===== src/rtl/dmem_responder_if.sv =====
// Data-memory request/response bundle between the core's data port
// and the responder; valid/ready on both the request and response side.
interface dmem_responder_if;
    logic        req_valid;
    logic        req_ready;
    logic        req_write;
    logic [15:0] req_addr;
    logic [15:0] req_wdata;
    logic        rsp_valid;
    logic        rsp_ready;
    logic [15:0] rsp_rdata;
    logic        rsp_err;

    modport master (
        output req_valid, req_write, req_addr, req_wdata, rsp_ready,
        input  req_ready, rsp_valid, rsp_rdata, rsp_err
    );

    modport slave (
        input  req_valid, req_write, req_addr, req_wdata, rsp_ready,
        output req_ready, rsp_valid, rsp_rdata, rsp_err
    );
endinterface


===== src/rtl/dmem_responder.sv =====
// Data-memory responder: word RAM plus a small MMIO window behind a
// valid/ready port, with a fixed number of wait states per request.
module dmem_responder #(
    parameter int unsigned DEPTH       = 128,
    parameter int unsigned WAIT_CYCLES = 2,
    parameter logic [15:0] IO_BASE     = 16'hFF00
) (
    input  logic                  clk,
    input  logic                  reset,
    dmem_responder_if.slave       bus,
    input  logic [15:0]           io_in,
    output logic [15:0]           io_out
);

    localparam int unsigned IW        = (DEPTH > 1) ? $clog2(DEPTH) : 1;
    localparam logic [16:0] RAM_END   = 17'(2 * DEPTH);
    localparam logic [15:0] IO_OUT_A  = IO_BASE;
    localparam logic [15:0] IO_IN_A   = IO_BASE + 16'd2;
    localparam logic [15:0] IO_CYC_A  = IO_BASE + 16'd4;
    localparam logic [3:0]  WAIT_INIT = 4'(WAIT_CYCLES);

    typedef enum logic [1:0] {S_IDLE, S_WAIT, S_RESP} state_t;

    state_t      state_q, state_d;
    logic [3:0]  wcnt_q, wcnt_d;
    logic        wr_q;
    logic [15:0] addr_q;
    logic [15:0] wdata_q;
    logic [15:0] rdata_q;
    logic        err_q;
    logic [15:0] io_out_q;
    logic [15:0] cyc_q;
    logic [15:0] mem [DEPTH];

    logic        accept, commit, rsp_done, ready_c;
    logic        cur_write;
    logic [15:0] cur_addr, cur_wdata;
    logic        sel_ram, sel_out, sel_in, sel_cyc, dec_err;
    logic [15:0] ld_data;
    logic [IW-1:0] widx;

    // With zero wait states the commit happens on the accepting edge,
    // so decode must look at the live request rather than the registers.
    assign cur_write = accept ? bus.req_write : wr_q;
    assign cur_addr  = accept ? bus.req_addr  : addr_q;
    assign cur_wdata = accept ? bus.req_wdata : wdata_q;
    assign widx      = cur_addr[IW:1];

    assign bus.req_ready = ready_c;
    assign bus.rsp_valid = (state_q == S_RESP);
    assign bus.rsp_rdata = rdata_q;
    assign bus.rsp_err   = err_q;
    assign io_out        = io_out_q;

    // Next-state, handshake and commit strobes
    always_comb begin
        state_d  = state_q;
        wcnt_d   = wcnt_q;
        ready_c  = 1'b0;
        accept   = 1'b0;
        commit   = 1'b0;
        rsp_done = 1'b0;
        unique case (state_q)
            S_IDLE: begin
                ready_c = 1'b1;
                if (bus.req_valid) begin
                    accept = 1'b1;
                    if (WAIT_CYCLES == 0) begin
                        state_d = S_RESP;
                        commit  = 1'b1;
                    end else begin
                        state_d = S_WAIT;
                        wcnt_d  = WAIT_INIT;
                    end
                end
            end
            S_WAIT: begin
                if (wcnt_q <= 4'd1) begin
                    state_d = S_RESP;
                    commit  = 1'b1;
                end else begin
                    wcnt_d = wcnt_q - 4'd1;
                end
            end
            S_RESP: begin
                if (bus.rsp_ready) begin
                    state_d  = S_IDLE;
                    rsp_done = 1'b1;
                end
            end
            default: state_d = S_IDLE;
        endcase
    end

    // Address decode of the request being committed
    always_comb begin
        sel_ram = 1'b0;
        sel_out = 1'b0;
        sel_in  = 1'b0;
        sel_cyc = 1'b0;
        dec_err = 1'b0;
        unique case (1'b1)
            cur_addr[0]:
                dec_err = 1'b1;
            (!cur_addr[0] && (17'(cur_addr) < RAM_END)):
                sel_ram = 1'b1;
            (cur_addr == IO_OUT_A):
                sel_out = 1'b1;
            (cur_addr == IO_IN_A): begin
                sel_in  = 1'b1;
                dec_err = cur_write;
            end
            (cur_addr == IO_CYC_A):
                sel_cyc = 1'b1;
            default:
                dec_err = 1'b1;
        endcase
    end

    // Load data mux; the counter reads as the value it takes on this edge
    always_comb begin
        ld_data = 16'h0000;
        if (!dec_err && !cur_write) begin
            unique case (1'b1)
                sel_ram: ld_data = mem[widx];
                sel_out: ld_data = io_out_q;
                sel_in:  ld_data = io_in;
                sel_cyc: ld_data = cyc_q + 16'd1;
                default: ld_data = 16'h0000;
            endcase
        end
    end

    // FSM state, request capture and response registers
    always_ff @(posedge clk or posedge reset) begin
        if (reset) begin
            state_q <= S_IDLE;
            wcnt_q  <= 4'd0;
            wr_q    <= 1'b0;
            addr_q  <= 16'h0000;
            wdata_q <= 16'h0000;
            rdata_q <= 16'h0000;
            err_q   <= 1'b0;
        end else begin
            state_q <= state_d;
            wcnt_q  <= wcnt_d;
            if (accept) begin
                wr_q    <= bus.req_write;
                addr_q  <= bus.req_addr;
                wdata_q <= bus.req_wdata;
            end
            if (commit) begin
                rdata_q <= ld_data;
                err_q   <= dec_err;
            end else if (rsp_done) begin
                rdata_q <= 16'h0000;
                err_q   <= 1'b0;
            end
        end
    end

    // MMIO output register
    always_ff @(posedge clk or posedge reset) begin
        if (reset) begin
            io_out_q <= 16'h0000;
        end else if (commit && cur_write && sel_out && !dec_err) begin
            io_out_q <= cur_wdata;
        end
    end

    // Free-running cycle counter; a committed store clears it
    always_ff @(posedge clk or posedge reset) begin
        if (reset) begin
            cyc_q <= 16'h0000;
        end else if (commit && cur_write && sel_cyc && !dec_err) begin
            cyc_q <= 16'h0000;
        end else begin
            cyc_q <= cyc_q + 16'd1;
        end
    end

    // Word RAM, contents survive reset; writes blocked while reset is high
    always_ff @(posedge clk) begin
        if (!reset && commit && cur_write && sel_ram && !dec_err) begin
            mem[widx] <= cur_wdata;
        end
    end

endmodule

===== src/flat_wrapper.sv =====
// flat-port wrapper written by rule: the top's interface ports become plain ports
module dmem_responder_flat 
#(
    parameter int unsigned DEPTH       = 128,
    parameter int unsigned WAIT_CYCLES = 2,
    parameter logic [15:0] IO_BASE     = 16'hFF00
)
  (clk, reset, io_in, io_out, bus_req_valid, bus_req_write, bus_req_addr, bus_req_wdata, bus_rsp_ready, bus_req_ready, bus_rsp_valid, bus_rsp_rdata, bus_rsp_err);
  dmem_responder_if bus_i ();
  input  logic clk;
  input  logic reset;
  input  logic [15:0] io_in;
  output logic [15:0] io_out;
  input wire logic [$bits(bus_i.req_valid)-1:0] bus_req_valid;
  input wire logic [$bits(bus_i.req_write)-1:0] bus_req_write;
  input wire logic [$bits(bus_i.req_addr)-1:0] bus_req_addr;
  input wire logic [$bits(bus_i.req_wdata)-1:0] bus_req_wdata;
  input wire logic [$bits(bus_i.rsp_ready)-1:0] bus_rsp_ready;
  output wire logic [$bits(bus_i.req_ready)-1:0] bus_req_ready;
  output wire logic [$bits(bus_i.rsp_valid)-1:0] bus_rsp_valid;
  output wire logic [$bits(bus_i.rsp_rdata)-1:0] bus_rsp_rdata;
  output wire logic [$bits(bus_i.rsp_err)-1:0] bus_rsp_err;
  assign bus_i.req_valid = bus_req_valid;
  assign bus_i.req_write = bus_req_write;
  assign bus_i.req_addr = bus_req_addr;
  assign bus_i.req_wdata = bus_req_wdata;
  assign bus_i.rsp_ready = bus_rsp_ready;
  assign bus_req_ready = bus_i.req_ready;
  assign bus_rsp_valid = bus_i.rsp_valid;
  assign bus_rsp_rdata = bus_i.rsp_rdata;
  assign bus_rsp_err = bus_i.rsp_err;
  dmem_responder #(.DEPTH(DEPTH), .WAIT_CYCLES(WAIT_CYCLES), .IO_BASE(IO_BASE)) u_core (.clk(clk), .reset(reset), .bus(bus_i), .io_in(io_in), .io_out(io_out));
endmodule

===== config.mk =====
export PLATFORM = sky130hd
export DESIGN_NAME = dmem_responder_flat
export DESIGN_NICKNAME = d
export VERILOG_FILES = /design/src/rtl/dmem_responder_if.sv /design/src/rtl/dmem_responder.sv /design/src/flat_wrapper.sv
export SDC_FILE = /design/constraint.sdc
export NUM_CORES = 2
export LEC_CHECK = 0
export ABC_AREA = 1
export CAP_MARGIN = 20
export CORE_MARGIN = 2
export CORE_UTILIZATION = 55
export DETAILED_ROUTE_END_ITERATION = 8
export PLACE_DENSITY = 0.79
export SLEW_MARGIN = 20
export SYNTH_ARGS = -nofsm -noshare
export SYNTH_HDL_FRONTEND = slang
export SYNTH_SLANG_ARGS = --single-unit

===== constraint.sdc =====
create_clock -name clk -period 6.2 [get_ports clk]
set_clock_uncertainty 0.15 [all_clocks]
set_input_delay 1.24 -clock clk [delete_from_list [all_inputs] [get_ports clk]]
set_output_delay 1.24 -clock clk [all_outputs]
set_load 0.03 [all_outputs]

==> run_results.csv <==
group,metric,value,unit
die,rows,148,
hold_path,min-delay-start,"u_core.bus.rsp_err$_DFFE_PP0P_",
setup_path,worst-setup-path-type,"primary input to flop",
placement,postPlaceCellArea,94700,sq um
cells_and_area,finish.cell_count_without_fillers,11200,
sta,post_layout_minimum_cycle_time,5030,ps
clock_network,htree_num_levels,4,
synthesis,postSynthRegisterBits,2136,
placement,count_of_placed_standard_cells_including_taps,10900,
clock_network,tritoncts_num_sinks,2136,
synthesis,synth_mux_area_frac,0,
sta,timing.setup.tns,0,ps
setup_path,r2r-start,"u_core.state_q[0]$_DFFE_PP0P_",
die,floorplan.initialDensity,0.555,
setup_path,r2r_setup_slack,1570,ps
power_and_ir_drop,power.leakage,41.6,nW
clock_network,cts_setup_buffers,0,
synthesis,synth_fa_ha_area_frac,0.000415,
die,chipHeight,410,um
sta,worst_slew_margin_rel,0.209,
route,drt_wl_total,249000,um
clock_network,cts_inserted_buffers,203,
global_route,grtUsageTotal,0.294,
power_and_ir_drop,vdd_ir_drop_max,0.673,mV
setup_path,critical_path.top_delay_family,"simple AND/OR/NAND/NOR gates",
die,pin_count,88,
clock_network,cts.reportedPaths.clkPinSlew,60,ps
clock_network,ctsRootBufferMaster,"clkbuf_16",
job,maxCapViolations,0,
route,detailroute.via_count,63100,
cells_and_area,synthToLayoutAreaGrowth,11.8,%
cells_and_area,fin_nets,8954,
clock_network,cts_repair_resize_count,0,
placement,place.detailed.hpwl,145000,um
setup_path,critPathArrivalTime,5380,ps
clock_network,clockBufferDepth,3,
synthesis,synthesis.yosys.warnings,0,
status,status,"finished clean",
cells_and_area,final_layout_size_suffix_gt1_frac,0.0650,
hold_path,min_delay_path_depth,2,
die,coreArea,163000,sq um
die,die_w,410,um
setup_path,critical_path.max_stage_delay,660,ps
die,fp.dieArea,168000,sq um
cells_and_area,layout_commonest_cell,"nand2_1",
setup_path,crit_path_start_kind,"primary input",
setup_path,cpMaxStageDelayCell,"nor2_4",
synthesis,syn_area,90500,sq um
route,post_drt_via_cell_ratio,5.62,
setup_path,crit-reg2reg-capture,"u_core.mem[78][13]$_DFFE_PP_",
setup_path,path_buf_inv,4,
cells_and_area,most-common-layout-cells,"nand2_1 (3912), edfxtp_1 (2048), inv_1 (841)",
sta,worstMarginPinSlew,1190,ps
global_route,initial_antenna_violation_count,12,
placement,routabilityCongestion,0.945,
global_route,first_global_vias,60500,
route,drt-initial-drc-count,9206,
synthesis,ys.flop_type,"edfxtp_1",
setup_path,worst-path-max-fanout,31,
cells_and_area,post-route-util,0.620,
placement,dpl_worst_slack,552,ps
route,drt_pre_antenna_iters,6,
cells_and_area,final_design_area_no_fill,101000,sq um
clock_network,clk-insertion-delay-late,860,ps
synthesis,yosys.area_share.xor_xnor,0.00106,
placement,io_buffers,87,
hold_path,holdPathEnd,"u_core.bus.rsp_err$_DFFE_PP0P_",
setup_path,timing.critical_path.mode_cell,"nand2_1",
setup_path,timing.reg2reg.worst_path_depth,10,
sta,timing.final.setup_violations,0,
sta,grt_setup_unrepaired,"no",
synthesis,syn_inst,8772,
setup_path,cell_chain_of_the_critical_path,"clkdlybuf4s50_1 > nand2_4 > inv_2 > nand2_1 > nand2_1 > inv_1 > nor2_4 > nand2_1 > nor2_1 > buf_4",
hold_path,holdCritPathClass,"flop to flop",
synthesis,synth_edf_count,2048,
route,remaining_drc_errors,0,
synthesis,synth.distinct_cells,39,
synthesis,synth_top_family_by_area,"simple AND/OR/NAND/NOR gates",
sta,finalCritPeriodShare,0.811,
setup_path,crit_required,6560,ps
sta,slew_violations,0,
synthesis,ys_async_sr_fraction,0.0412,
power_and_ir_drop,p_per_area,503,nW/um^2
global_route,grt_max_degree,218,
clock_network,holdBufCountCts,0,
route,number_of_routed_nets_with_antenna_violations,0,
global_route,global_route_wire_length_before_repair,370000,um
clock_network,tritoncts,"done",
sta,report.final.hold_viol_count,0,
synthesis,synth_compound_gate_area_share,0.0169,
synthesis,yosysSeqAreaShare,0.704,
global_route,grt-ovfl-total,0,
sta,worst_slack,1170,ps
synthesis,syn-mean-instance-area,10.3,sq um
route,wire_per_inst,22.2,um
synthesis,synthesis.nets,8828,
setup_path,critPathCaptureType,"flop",
cells_and_area,number_of_filler_cells_placed_in_the_layout,12100,
synthesis,synth-simple-area-share,0.222,
sta,fmax,0.199,GHz
## power by group
group,switching [mW],total [mW],internal [mW]
Combinational,16.2,20.4,4.17
Clock,5.39,12.1,6.67
Sequential,0.0559,18.4,18.4
Total,21.7,50.9,29.2
## cell usage after synthesis, types with 2 or more instances
| cell | n | area (sq um) |
|---|---|---|
| nor2_1 | 446 | 1670 |
| xnor2_1 | 2 | 17.5 |
| buf_6 | 11 | 124 |
| inv_2 | 4 | 15.0 |
| a21oi_1 | 15 | 75.1 |
| nand2_2 | 10 | 62.6 |
| and2_1 | 16 | 100 |
| nor3_1 | 6 | 30.0 |
| nand3b_1 | 3 | 22.5 |
| o21ai_0 | 279 | 1400 |
| clkinv_1 | 2 | 7.51 |
| inv_1 | 858 | 3220 |
| ha_1 | 3 | 37.5 |
| xor2_1 | 9 | 78.8 |
| buf_1 | 41 | 154 |
| clkbuf_1 | 279 | 1050 |
| nor2_4 | 5 | 56.3 |
| nand3_1 | 539 | 2700 |
| nand4_2 | 2 | 25.0 |
| nor4_1 | 3 | 18.8 |
| edfxtp_1 | 2048 | 61500 |
| o211a_1 | 3 | 30.0 |
| nand4_1 | 70 | 438 |
| nor2_2 | 4 | 25.0 |
| nand4_4 | 8 | 170 |
| buf_2 | 91 | 455 |
| dfrtp_1 | 88 | 2200 |
| nand2_1 | 3916 | 14700 |
## state kept, by name (all words and copies together), names as in the netlist
name	count
u_core.addr_q	16
u_core.bus.rsp_err	1
u_core.bus.rsp_rdata	16
u_core.cyc_q	16
u_core.io_out	16
u_core.mem	2048
u_core.state_q	2
u_core.wcnt_q	4
u_core.wdata_q	16
u_core.wr_q	1
## through the flow
step,total power [mW],hold WS (ps)
finish,50.9,352
global route,52.8,384
CTS,50.4,348
detailed placement,38.4,331
global placement,38.1,316
floorplan,30.3,310
## logic make-up (layout without fill, tap and decap cells)
family,Yosys count,after routing
simple gates,5035,5035
fa+ha+maj,3,3
xor+xnor,11,11
compound gates,301,301
flops,2136,2136
buf+inv,1286,1570
other cells,0,3
## tightest hold or removal path, stage by stage, from the launching register on
cell and delay [ps]:
dfrtp_1 350, nand2_1 50, o21ai_0 60
## layout make-up
| class | instances | area (sq um) | share of cell area |
|---|---|---|---|
| timing repair buffer | 343 | 3140 | 0.0311 |
| antenna | 3 | 7.51 | 0.0000742 |
| multi-input combinational | 5350 | 21900 | 0.216 |
| tap | 2175 | 2720 | 0.0269 |
| sequential | 2136 | 63700 | 0.630 |
| inverter | 864 | 3320 | 0.0329 |
| clock inverter | 107 | 1070 | 0.0106 |
| clock buffer | 256 | 5320 | 0.0526 |
## worst max path at each step
stage               depth (start not counted)                           end  slack [ps]          start
finish                                     10  u_core.mem[78][13]$_DFFE_PP_        1170  bus_req_valid
global route                               10   u_core.mem[78][6]$_DFFE_PP_        1160  bus_req_valid
CTS                                        10  u_core.mem[78][14]$_DFFE_PP_        1410  bus_req_valid
detailed placement                         10   u_core.mem[78][3]$_DFFE_PP_         550  bus_req_valid
global placement                           10   u_core.mem[78][3]$_DFFE_PP_         660  bus_req_valid
floorplan                                   8   u_core.mem[0][10]$_DFFE_PP_        1840  bus_req_valid
## per-layer routing
| layer | GRT usage | vias to the layer above | share of wire |
|---|---|---|---|
| li1 | - | 28600 | - |
| met1 | 0.381 | 29800 | 0.36 |
| met2 | 0.460 | 3965 | 0.46 |
| met3 | 0.0692 | 676 | 0.12 |
| met4 | 0.163 | 14 | 0.061 |
| met5 | 0 | - | 0.00034 |
Note: power is estimated with default switching activity, not from simulation.
